**config.mk**
```make
export PLATFORM = sky130hd
export DESIGN_NAME = program_encoder
export DESIGN_NICKNAME = d
export VERILOG_FILES = /design/src/rtl/program_encoder.sv
export SDC_FILE = /design/constraint.sdc
export NUM_CORES = 1
export LEC_CHECK = 0
export CAP_MARGIN = 5
export CORE_UTILIZATION = 42
export CTS_BUF_LIST = sky130_fd_sc_hd__clkbuf_16
export CTS_CLUSTER_SIZE = 14
export DETAILED_ROUTE_END_ITERATION = 16
export PLACE_DENSITY_LB_ADDON = 0.05
export SLEW_MARGIN = 40
export SYNTH_ARGS = -nofsm -noshare
export SYNTH_HDL_FRONTEND = slang
export SYNTH_SLANG_ARGS = --single-unit
```
**constraint.sdc**
```tcl
create_clock -name clk -period 2.2 [get_ports clk]
set_input_delay 0.44 -clock clk [delete_from_list [all_inputs] [get_ports clk]]
set_output_delay 0.44 -clock clk [all_outputs]
set_load 0.02 [all_outputs]
```
**src/rtl/program_encoder.sv**
```systemverilog
// Program encoder: turns a stream of assembler-level commands into 32-bit
// MIPS-style instruction words and writes them to instruction memory.
module program_encoder #(
    parameter int ADDR_W = 8
) (
    input  logic              clk,
    input  logic              rst_n,
    input  logic              start,
    input  logic              cmd_valid,
    output logic              cmd_ready,
    input  logic [2:0]        cmd_kind,
    input  logic [4:0]        cmd_rs,
    input  logic [4:0]        cmd_rt,
    input  logic [4:0]        cmd_rd,
    input  logic [4:0]        cmd_shamt,
    input  logic [5:0]        cmd_funct,
    input  logic [15:0]       cmd_imm,
    input  logic [25:0]       cmd_target,
    output logic              imem_we,
    output logic [ADDR_W-1:0] imem_addr,
    output logic [31:0]       imem_wdata,
    output logic              busy,
    output logic              done,
    output logic              err
);

    localparam logic [1:0] S_IDLE   = 2'd0;
    localparam logic [1:0] S_ACCEPT = 2'd1;
    localparam logic [1:0] S_WRITE  = 2'd2;
    localparam logic [1:0] S_DONE   = 2'd3;

    localparam logic [2:0] K_RTYPE = 3'd0;
    localparam logic [2:0] K_LW    = 3'd1;
    localparam logic [2:0] K_SW    = 3'd2;
    localparam logic [2:0] K_BEQ   = 3'd3;
    localparam logic [2:0] K_ADDI  = 3'd4;
    localparam logic [2:0] K_JMP   = 3'd5;
    localparam logic [2:0] K_END   = 3'd6;

    localparam logic [ADDR_W-1:0] LAST = '1;
    localparam logic [31:0]       HALT = 32'hFC00_0000;

    logic [1:0]        state_q, state_d;
    logic [ADDR_W-1:0] cnt_q, cnt_d;
    logic [31:0]       wdata_q, wdata_d;
    logic              halt_q, halt_d;
    logic              err_q, err_d;

    logic [31:0] enc_word;
    logic        illegal;
    logic        full;

    always_comb begin
        enc_word = 32'd0;
        illegal  = 1'b0;
        case (cmd_kind)
            K_RTYPE: enc_word = {6'b000000, cmd_rs, cmd_rt, cmd_rd,
                                 cmd_shamt, cmd_funct};
            K_LW:    enc_word = {6'b100011, cmd_rs, cmd_rt, cmd_imm};
            K_SW:    enc_word = {6'b101011, cmd_rs, cmd_rt, cmd_imm};
            K_BEQ:   enc_word = {6'b000100, cmd_rs, cmd_rt, cmd_imm};
            K_ADDI:  enc_word = {6'b001000, cmd_rs, cmd_rt, cmd_imm};
            K_JMP:   enc_word = {6'b000010, cmd_target};
            K_END:   enc_word = HALT;
            default: illegal  = 1'b1;
        endcase
    end

    assign full = (cnt_q == LAST);

    always_comb begin
        state_d = state_q;
        cnt_d   = cnt_q;
        wdata_d = wdata_q;
        halt_d  = halt_q;
        err_d   = err_q;
        case (state_q)
            S_IDLE: begin
                if (start) begin
                    state_d = S_ACCEPT;
                    cnt_d   = '0;
                    err_d   = 1'b0;
                end
            end
            S_ACCEPT: begin
                if (cmd_valid) begin
                    // The last slot always receives HALT so a program is terminated.
                    if (illegal && !full) begin
                        err_d = 1'b1;
                    end else begin
                        state_d = S_WRITE;
                        halt_d  = full || (cmd_kind == K_END);
                        wdata_d = (full || cmd_kind == K_END) ? HALT : enc_word;
                        if (full && cmd_kind != K_END)
                            err_d = 1'b1;
                    end
                end
            end
            S_WRITE: begin
                if (halt_q) begin
                    state_d = S_DONE;
                end else begin
                    state_d = S_ACCEPT;
                    cnt_d   = cnt_q + 1'b1;
                end
            end
            default: state_d = S_IDLE;
        endcase
    end

    always_ff @(posedge clk or negedge rst_n) begin
        if (!rst_n) begin
            state_q <= S_IDLE;
            cnt_q   <= '0;
            wdata_q <= 32'd0;
            halt_q  <= 1'b0;
            err_q   <= 1'b0;
        end else begin
            state_q <= state_d;
            cnt_q   <= cnt_d;
            wdata_q <= wdata_d;
            halt_q  <= halt_d;
            err_q   <= err_d;
        end
    end

    assign cmd_ready  = (state_q == S_ACCEPT);
    assign imem_we    = (state_q == S_WRITE);
    assign busy       = (state_q != S_IDLE);
    assign done       = (state_q == S_DONE);
    assign err        = err_q;
    assign imem_addr  = cnt_q;
    assign imem_wdata = wdata_q;

endmodule

```
## Yosys cells after proc, flatten, opt, wreduce, memory -nomap -nowiden

Index checks and enable logic that the tools add are counted.

- Register bits after elaboration: 44
- Input bits: 75
- Output and inout bits: 45
- Logic and storage cells: 53

- Add/sub/neg operators: 1
- Equal/unequal tests: 16
- Multiplexer cells: 16
- Bitwise operators: 1
- Reductions and logical operators: 14

Operator list:

| cell | number |
|---|---|
| case mux 32 bit (7 select lines) | 1 |
| 2-to-1 mux 32 bit | 1 |
| 2-to-1 mux 8 bit | 2 |
| case mux 8 bit (2 select lines) | 1 |
| equality test 3 bit, second input constant | 3 |
| AND reduction 3 bit | 3 |
| adder 8 x 1 -> 8 bit, second input constant | 1 |
| equality test 8 bit, second input constant | 1 |
| 2-to-1 mux 2 bit | 4 |
| inequality test 2 bit, second input constant | 4 |
| OR reduction 7 bit | 1 |
| equality test 3 x 2 -> 1 bit, second input constant | 2 |
| case mux 2 bit (3 select lines) | 1 |
| nonzero test 2 bit | 3 |
| 2-to-1 mux 1 bit | 5 |
| equality test 2 bit, second input constant | 2 |
| AND reduction 4 bit | 1 |
| equality test 3 x 1 -> 1 bit, second input constant | 1 |
| zero test 3 bit | 1 |
| inequality test 3 x 1 -> 1 bit, second input constant | 1 |
| inequality test 3 bit, second input constant | 1 |
| equality test 2 x 1 -> 1 bit, second input constant | 1 |
| logical AND 1 bit | 2 |
| zero test 2 bit | 1 |
| other kinds (4) | 4 |

## Logic depth before layout (Yosys ltp)

Gate-level depths: netlist of run 1.

- Depth in word-level cells: 7
- Gate-level depth with buffers: 7
- Mapped depth without buffers: 5

## Worst setup path after synthesis of run 1

Ideal clock, no wire load.

- Kind: input-to-reg
- Start: in cmd_kind[2]
- End: reg wdata_q[10], in the netlist imem_wdata[10]
- Library setup time: 0.127 ns
- Arrival time: 1.610 ns
- Data required time: 2.073 ns
- Slack: 0.463 ns
- Stages on the path: 5
- Path buffers: 2
- Cells stage by stage: buf_2 -> clkbuf_1 -> mux2_2 -> a222oi_1 -> o2bb2ai_1

- Cells in the longest elaborated chain, start to end: 6
- Elaborated cells between the ends (all ways): 15
- Classes of those cells: 6 x eq/ne; 3 x mux; 1 x bitwise; 5 x reduce/logical

Ends and longest elaborated chain:

| what | line | source |
|---|---|---|
| from (decl) | 11 | `input logic [2:0] cmd_kind,` |
| equality test 3 bit, or another cell as far along | 56, 93 |  |
| OR reduction 7 bit (no line) | - |  |
| 2-to-1 mux 1 bit | 56 | `case (cmd_kind)` |
| logical AND 1 bit | 88 | `if (illegal && !full) begin` |
| inverter 1 bit (no line) | - |  |
| AND reduction 3 bit (no line) | - |  |
| to (signal assigned) | 121 | `wdata_q <= wdata_d;` |
| to (decl) | 45 | `logic [31:0] wdata_q, wdata_d;` |

Parallel ways exist; a longest one is shown, timed or not.
A chain may end at the register's enable or synchronous reset.

## Worst setup path after layout of run 1

- Start: reg state_q[0]
- End: out cmd_ready

- Cells in the longest elaborated chain, start to end: 1

Ends and longest elaborated chain:

| what | line | source |
|---|---|---|
| from (decl) | 43 | `logic [1:0] state_q, state_d;` |
| from (signal assigned) | 119 | `state_q <= state_d;` |
| equality test 2 x 1 -> 1 bit | 127 | `assign cmd_ready = (state_q == S_ACCEPT);` |
| to (decl) | 10 | `output logic cmd_ready,` |

Every way passes these cells.

==> results of run 1 <==
## routing by layer
layer	track usage (%)	up-vias
met4	7.50	0
met3	4.72	7
met1	30.6	1243
met5	0	-
li1	-	1216
met2	40.5	86
## cells in the mapped netlist (2+ instances only)
cell	instances
nor2b_1	13
nand2_1	8
o31ai_1	4
nand3_1	4
nor2_1	6
a222oi_1	16
a21oi_1	18
o21ai_1	2
a22o_1	27
dfrtp_1	43
a211oi_1	2
xnor2_1	2
mux2_2	17
and2_1	4
o22ai_1	3
buf_2	13
clkbuf_1	8
or4_1	4
mux2_1	2
inv_1	7
o2bb2ai_1	27
## kinds of logic after synthesis
family | Yosys count | synth area share [%]
AOI/OAI and AO/OA | 104 | 32.4
and+or+nand+nor | 47 | 10.8
DFF | 43 | 41.2
buffers and inverters | 32 | 5.65
muxes | 20 | 8.57
xor gates and xnor gates | 3 | 1.01
adders and majority gates | 1 | 0.479
## power by group through the flow
stage | combinational, mW | sequential [mW] | clock (mW)
after CTS | 2.07 | 1.33 | 0.731
after detailed placement | 2.07 | 1.33 | 0
after global placement | 2.02 | 1.33 | 0
after global routing | 2.17 | 1.37 | 0.770
after floorplan | 0.767 | 1.63 | 0
final | 2.05 | 1.33 | 0.726
## final cells by class
cell class              instances  area, µm²
multi-input cells             175       1400
repair buffers                133       1290
well taps                      75       93.8
flip-flops and latches         43       1080
clock buffers                   5        125
clock inverters                 3       20.0
fillers                       535       1920
inverters                       8       30.0
## worst register-to-register path, stage by stage (launching register included)
cell      delay (ns)
dfrtp_1         0.41
ha_1            0.25
nand3_1         0.25
nor2_4          0.09
o21bai_2        0.28
buf_4           0.27
mux2i_1         0.22
## path summary, 6_finish.rpt
kind / start / cells past startpoint / to
hold reg to reg: imem_wdata[2] / 1 / imem_wdata[2]
min in group clk: imem_wdata[2] / 1 / imem_wdata[2]
hold / removal: rst_n / 2 / imem_addr[1]
max in group asynchronous: rst_n / 2 / imem_wdata[15]
setup / recovery: state_q[0] / 2 / cmd_ready
setup reg to reg: imem_addr[0] / 6 / imem_wdata[28]
## state kept, by name, summed over array words and instances, names as in the netlist
signal      cells
err             1
halt_q          1
imem_addr       8
imem_wdata     31
state_q         2
## layout by cell type (no fill, tap or decap), types with 2 or more instances in the layout
master	instances
nand3_1	4
nand2_1	8
clkbuf_16	5
or4_1	4
xnor2_1	2
mux2_1	2
a222oi_1	16
o2bb2ai_1	27
clkinvlp_4	2
nor2b_1	11
dfrtp_1	43
nor2_1	6
a22o_1	27
o21ai_1	2
clkdlybuf4s50_1	118
nor2b_2	2
a211oi_1	2
o22ai_1	3
and2_1	4
inv_1	7
o31ai_1	4
a21oi_1	18
buf_4	14
mux2_2	17
## metrics by stage
| step | area (µm²) | utilization (%) | cells | setup slack [ns] |
|---|---|---|---|---|
| 6_report | 4030 | 67.7 | 442 | 0.133 |
| 3_5_place_dp | 3890 | 65.3 | 434 | -0.0532 |
| 5_1_grt | 4030 | 67.7 | 442 | 0.0808 |
| 4_1_cts | 4030 | 67.7 | 442 | 0.130 |
| 2_1_floorplan | 2610 | - | 250 | 0.463 |
| 3_3_place_gp | 3880 | 65.2 | 434 | -0.311 |
==> summary.md, run 1 <==
## Floorplan
* **I/O pin count** 120
* **number of standard-cell rows in the floorplan** 28
* **Initial Util** 43.9%
* **die height** 80.9 µm
* **area inside the core boundary** 5960 µm²
* **Die Wd** 80.9 µm
* **full die area** 6540 µm²

## Clocking
* **H-tree depth** 2
* **Bufs on Longest Clock Path** 2
* **post-cts gate resize count** 0
* **Root Driver** clkbuf_16
* **clock transition at the registers of the reported paths** 0.06 ns
* **number of buffers created by CTS** 5
* **TritonCTS sink count** 43
* **setup bufs post-CTS** 0
* **TritonCTS clock tree** built
* **Hold-fix buffers, CTS** 0
* **clock network latency to the later pin of the worst-skew pair** 0.28 ns

## Routing
* **detailed-route wire length per cell** 17.3 µm
* **Top Layer Used** met4
* **routed via count** 2,552
* **via density per instance** 5.77
* **met2 routed WL** 3.83 mm
* **met3 WL post-DR** 422 µm
* **First DRT Iteration DRCs** 178
* **routed metal-1 wirelength** 3.30 mm
* **Final Routed Wirelength** 7.63 mm
* **Pre-Repair DR Iteration Count** 5
* **number of remaining DRC errors** 0
* **number of antenna-violating nets in the routed design** 0

## Setup path
* **crit-path max FO** 9
* **crit path kind** flip-flop to output pin
* **top cell family by delay on the critical path** buffers and inverters
* **count of buffer and inverter cells on the critical path** 1
* **Critical Path RT** 1.76 ns
* **data arrival time of the critical path** 1.63 ns
* **cells along the critical path** and2b_1 -> clkdlybuf4s50_1
* **Reg2Reg Setup Slack** 0.35 ns
* **kind of end point of the critical path** output pin
* **slowest CP cell** clkdlybuf4s50_1
* **delay of the slowest critical-path stage** 0.63 ns
* **Startpoint Class** flip-flop

## Pwr
* **portion of total power attributed to the clock network** 17.7%
* **cell-internal power** 2.59 mW
* **Power per Cell Area** 1020 nW/µm²
* **overall power of the completed layout** 4.11 mW
* **Worst IR Drop VDD** 0.675 mV
* **switching power as a share of total power** 36.9%
* **combinational share of power** 49.9%
* **static leakage** 1.60 nW
* **P_sw** 1.52 mW
* **relative contribution of sequential cells to total power** 32.4%

## Synthesis
* **post-synthesis async set-or-reset flop share** 100%
* **mean instance size in the synthesized netlist** 10.5 µm²
* **largest cells by area after synthesis** dfrtp_1 41%, a22o_1 9.0%, o2bb2ai_1 9.0%
* **post-synthesis instance area** 2610 µm²
* **count of synthesis-stage warnings from yosys** 0
* **area share of the leading cell type in the synthesized netlist** 41.2%
* **post-synthesis cell type with the largest combined area** dfrtp_1
* **Post-synth EDFFs** 0
* **Mapped Nets** 326
* **sequential share of the synthesized area** 41.2%
* **number of library cell types mapped by synthesis** 41
* **Post-synth top flop** dfrtp_1
* **Post-Synthesis Cells** 250
* **#FFs+latches synth** 43

## STA
* **maximum clock frequency** 484 MHz
* **post-route clock period utilization** 94.0%
* **Rel. slew slack** 52.7%
* **skew final** 0.00438 ns
* **worst hold slack after final layout** 0.223 ns
* **number of setup violations in the final report** 0
* **accumulated negative setup slack** 0 ns
* **minimum clock period** 2.07 ns
* **Final Hold Violating Endpoints** 0
* **unrepaired setup endpoints after global routing** no
* **Slew @ Worst Pin** 0.706 ns
* **count of final max-slew check failures** 0

## Finish
* **diode insertion count for antenna repair** 0
* **Synth-to-Final Area Change** 54.2%
* **fraction of final layout cells sized beyond drive strength 1** 13.4%
* **nets@finish** 442

## Global route
* **first-pass GRT wire length** 11.9 mm
* **antenna violations before repair** 0
* **Overflow after GRT** 0
* **GRT Total Usage** 23.9%
* **via count of the first global-routing pass** 2,526
* **pin count of the biggest net entering global routing** 44

## Status
* **status** completed

## Min path
* **Tightest Hold Check Type** input pin to asynchronous set/reset pin

## Placement
* **placer's final routability congestion estimate** 0.783
* **half-perimeter wire length after placement** 5.36 mm
* **Port-buffer cells** 119

## Flow run
* **count of max-cap constraint violations** 0

(Power assumes the default switching activity.)
==> inputs of run 2 (changes only) <==
Settings changed: CORE_ASPECT_RATIO set to 0.6.
==> run 2 against run 1 <==
Net effect: wire length rose by 1.9%; count of clock-buffer cells in the layout did not move; final cell count rose by 1.1%; via count rose by 1.9%; worst setup slack got worse by 0.019 ns; critical endpoint is now imem_we; sequential cell count did not move; core utilization rose by 2.0 points; power fell by 0.20%; clock skew fell by 0.0016 ns; fmax fell by 0.92%.
==> summary.md, run 2 (synthesized netlist as in run 1, its figures left out) <==
## Floorplan
* **number of standard-cell rows in the floorplan** 21
* **die height** 63.1 µm
* **full die area** 6550 µm²
* **I/O pin count** 120
* **Die Wd** 104 µm
* **Initial Util** 45.2%
* **area inside the core boundary** 5780 µm²

## Finish
* **highest-count cells in the layout ignoring fill and taps** 118 x clkdlybuf4s50_1, 43 x dfrtp_1, 27 x o2bb2ai_1, 27 x a22o_1, 18 x a21oi_1
* **Synth-to-Final Area Change** 54.1%
* **Layout Cell Area excl Fill** 4030 µm²
* **nets@finish** 442
* **fraction of final layout cells sized beyond drive strength 1** 12.5%
* **most frequent standard cell in the layout excluding fill and tap cells** clkdlybuf4s50_1
* **number of flip-flops under the largest register name** 31
* **diode insertion count for antenna repair** 0
* **post-layout instance count excluding filler cells** 447

## Pwr
* **cell-internal power** 2.58 mW
* **Worst IR Drop VDD** 0.664 mV
* **Power per Cell Area** 1020 nW/µm²
* **relative contribution of sequential cells to total power** 32.8%
* **static leakage** 1.61 nW
* **portion of total power attributed to the clock network** 17.0%
* **switching power as a share of total power** 37.0%
* **combinational share of power** 50.1%
* **P_sw** 1.52 mW
* **overall power of the completed layout** 4.10 mW

## Clocking
* **clock transition at the registers of the reported paths** 0.06 ns
* **setup bufs post-CTS** 0
* **Root Driver** clkbuf_16
* **TritonCTS clock tree** built
* **number of buffers created by CTS** 5
* **clock network latency to the later pin of the worst-skew pair** 0.28 ns
* **Bufs on Longest Clock Path** 2
* **TritonCTS sink count** 43
* **post-cts gate resize count** 0
* **Hold-fix buffers, CTS** 0
* **H-tree depth** 2

## Setup path
* **Startpoint Class** flip-flop
* **data arrival time of the critical path** 1.65 ns
* **Critical Path RT** 1.76 ns
* **crit path kind** flip-flop to output pin
* **kind of end point of the critical path** output pin
* **crit-path max FO** 9

## Placement
* **Port-buffer cells** 119
* **Placed Instance Area** 3890 µm²
* **number of cells after detailed placement** 439
* **worst setup slack before clock tree synthesis** 0.00937 ns
* **half-perimeter wire length after placement** 5.58 mm
* **placer's final routability congestion estimate** 0.759

## STA
* **accumulated negative setup slack** 0 ns
* **Rel. slew slack** 50.9%
* **unrepaired setup endpoints after global routing** no
* **count of final max-slew check failures** 0
* **Final Hold Violating Endpoints** 0
* **minimum clock period** 2.09 ns
* **skew final** 0.00281 ns
* **post-route clock period utilization** 94.8%
* **Slew @ Worst Pin** 0.733 ns
* **number of setup violations in the final report** 0
* **maximum clock frequency** 479 MHz
* **worst path setup slack after routing** 0.114 ns

## Routing
* **via density per instance** 5.82
* **routed via count** 2,600
* **First DRT Iteration DRCs** 257
* **number of remaining DRC errors** 0
* **Pre-Repair DR Iteration Count** 5
* **detailed-route wire length per cell** 17.4 µm
* **number of antenna-violating nets in the routed design** 0
* **Final Routed Wirelength** 7.78 mm

## Global route
* **antenna violations before repair** 0
* **via count of the first global-routing pass** 2,532
* **GRT Total Usage** 24.2%
* **Overflow after GRT** 0
* **pin count of the biggest net entering global routing** 44
* **first-pass GRT wire length** 12.6 mm

## Flow run
* **count of max-cap constraint violations** 0

## Min path
* **Tightest Hold Check Type** input pin to asynchronous set/reset pin

## Status
* **status** completed

==> run 2: cell count changes in the layout (fill, tap and decap cells not counted) <==
| cell | before | now |
|---|---|---|
| clkinv_1 | 0 | 2 |
| clkinv_2 | 1 | 0 |
| clkinvlp_4 | 2 | 0 |
| inv_1 | 7 | 8 |
==> run 2: per-layer routing <==
metal,GRT usage [%],vias up,routed length (µm),part of all wire (%)
li1,-,1217,-,-
met1,34.4,1228,3540,46
met2,35.0,148,3280,42
met3,7.76,7,869,11
met4,6.96,0,82,1.1
met5,0,-,0,0
==> run 2: worst paths after layout <==
path                                from              to  slack [ns]  depth (start not counted)
setup / recovery              state_q[0]         imem_we        0.11                          2
hold / removal                     rst_n  imem_wdata[23]        0.22                          2
setup reg to reg            imem_addr[0]  imem_wdata[28]        0.33                          6
hold reg to reg            imem_wdata[2]   imem_wdata[2]        0.49                          1
max in group asynchronous          rst_n    imem_addr[4]        1.60                          2
min in group clk           imem_wdata[2]   imem_wdata[2]        0.49                          1
==> run 2: metrics by stage <==
stage | hold slack (ns) | util, %
floorplan | 0.144 | -
global placement | 0.470 | 67.3
detailed placement | 0.476 | 67.3
CTS | 0.245 | 69.7
global route | 0.274 | 69.7
finish | 0.221 | 69.7
==> run 2: worst max-delay path, cell delays in order (launching register included) <==
cell and delay (ns):
dfrtp_1 0.47, nor2b_1 0.24, clkdlybuf4s50_1 0.64
==> run 2: power groups by stage <==
stage | Combinational [mW] | Sequential [mW] | Clock (mW)
floorplan | 0.767 | 1.63 | 0
global placement | 2.03 | 1.34 | 0
detailed placement | 2.07 | 1.34 | 0
CTS | 2.07 | 1.34 | 0.707
global route | 2.19 | 1.38 | 0.748
finish | 2.06 | 1.35 | 0.699
==> run 2: area by class of cell <==
type / instances / area [µm²]
inverters: 8 / 30.0
fillers: 437 / 1750
clock inverters: 3 / 11.3
repair buffers: 133 / 1290
multi-input cells: 175 / 1400
flip-flops and latches: 43 / 1080
clock buffers: 5 / 125
well taps: 80 / 100
==> inputs of run 3 (changes only) <==
Settings changed: HOLD_SLACK_MARGIN set to 0.03.
==> results of run 3 <==
Same layout as run 2: the final DEF is identical, and so are final timing and power.
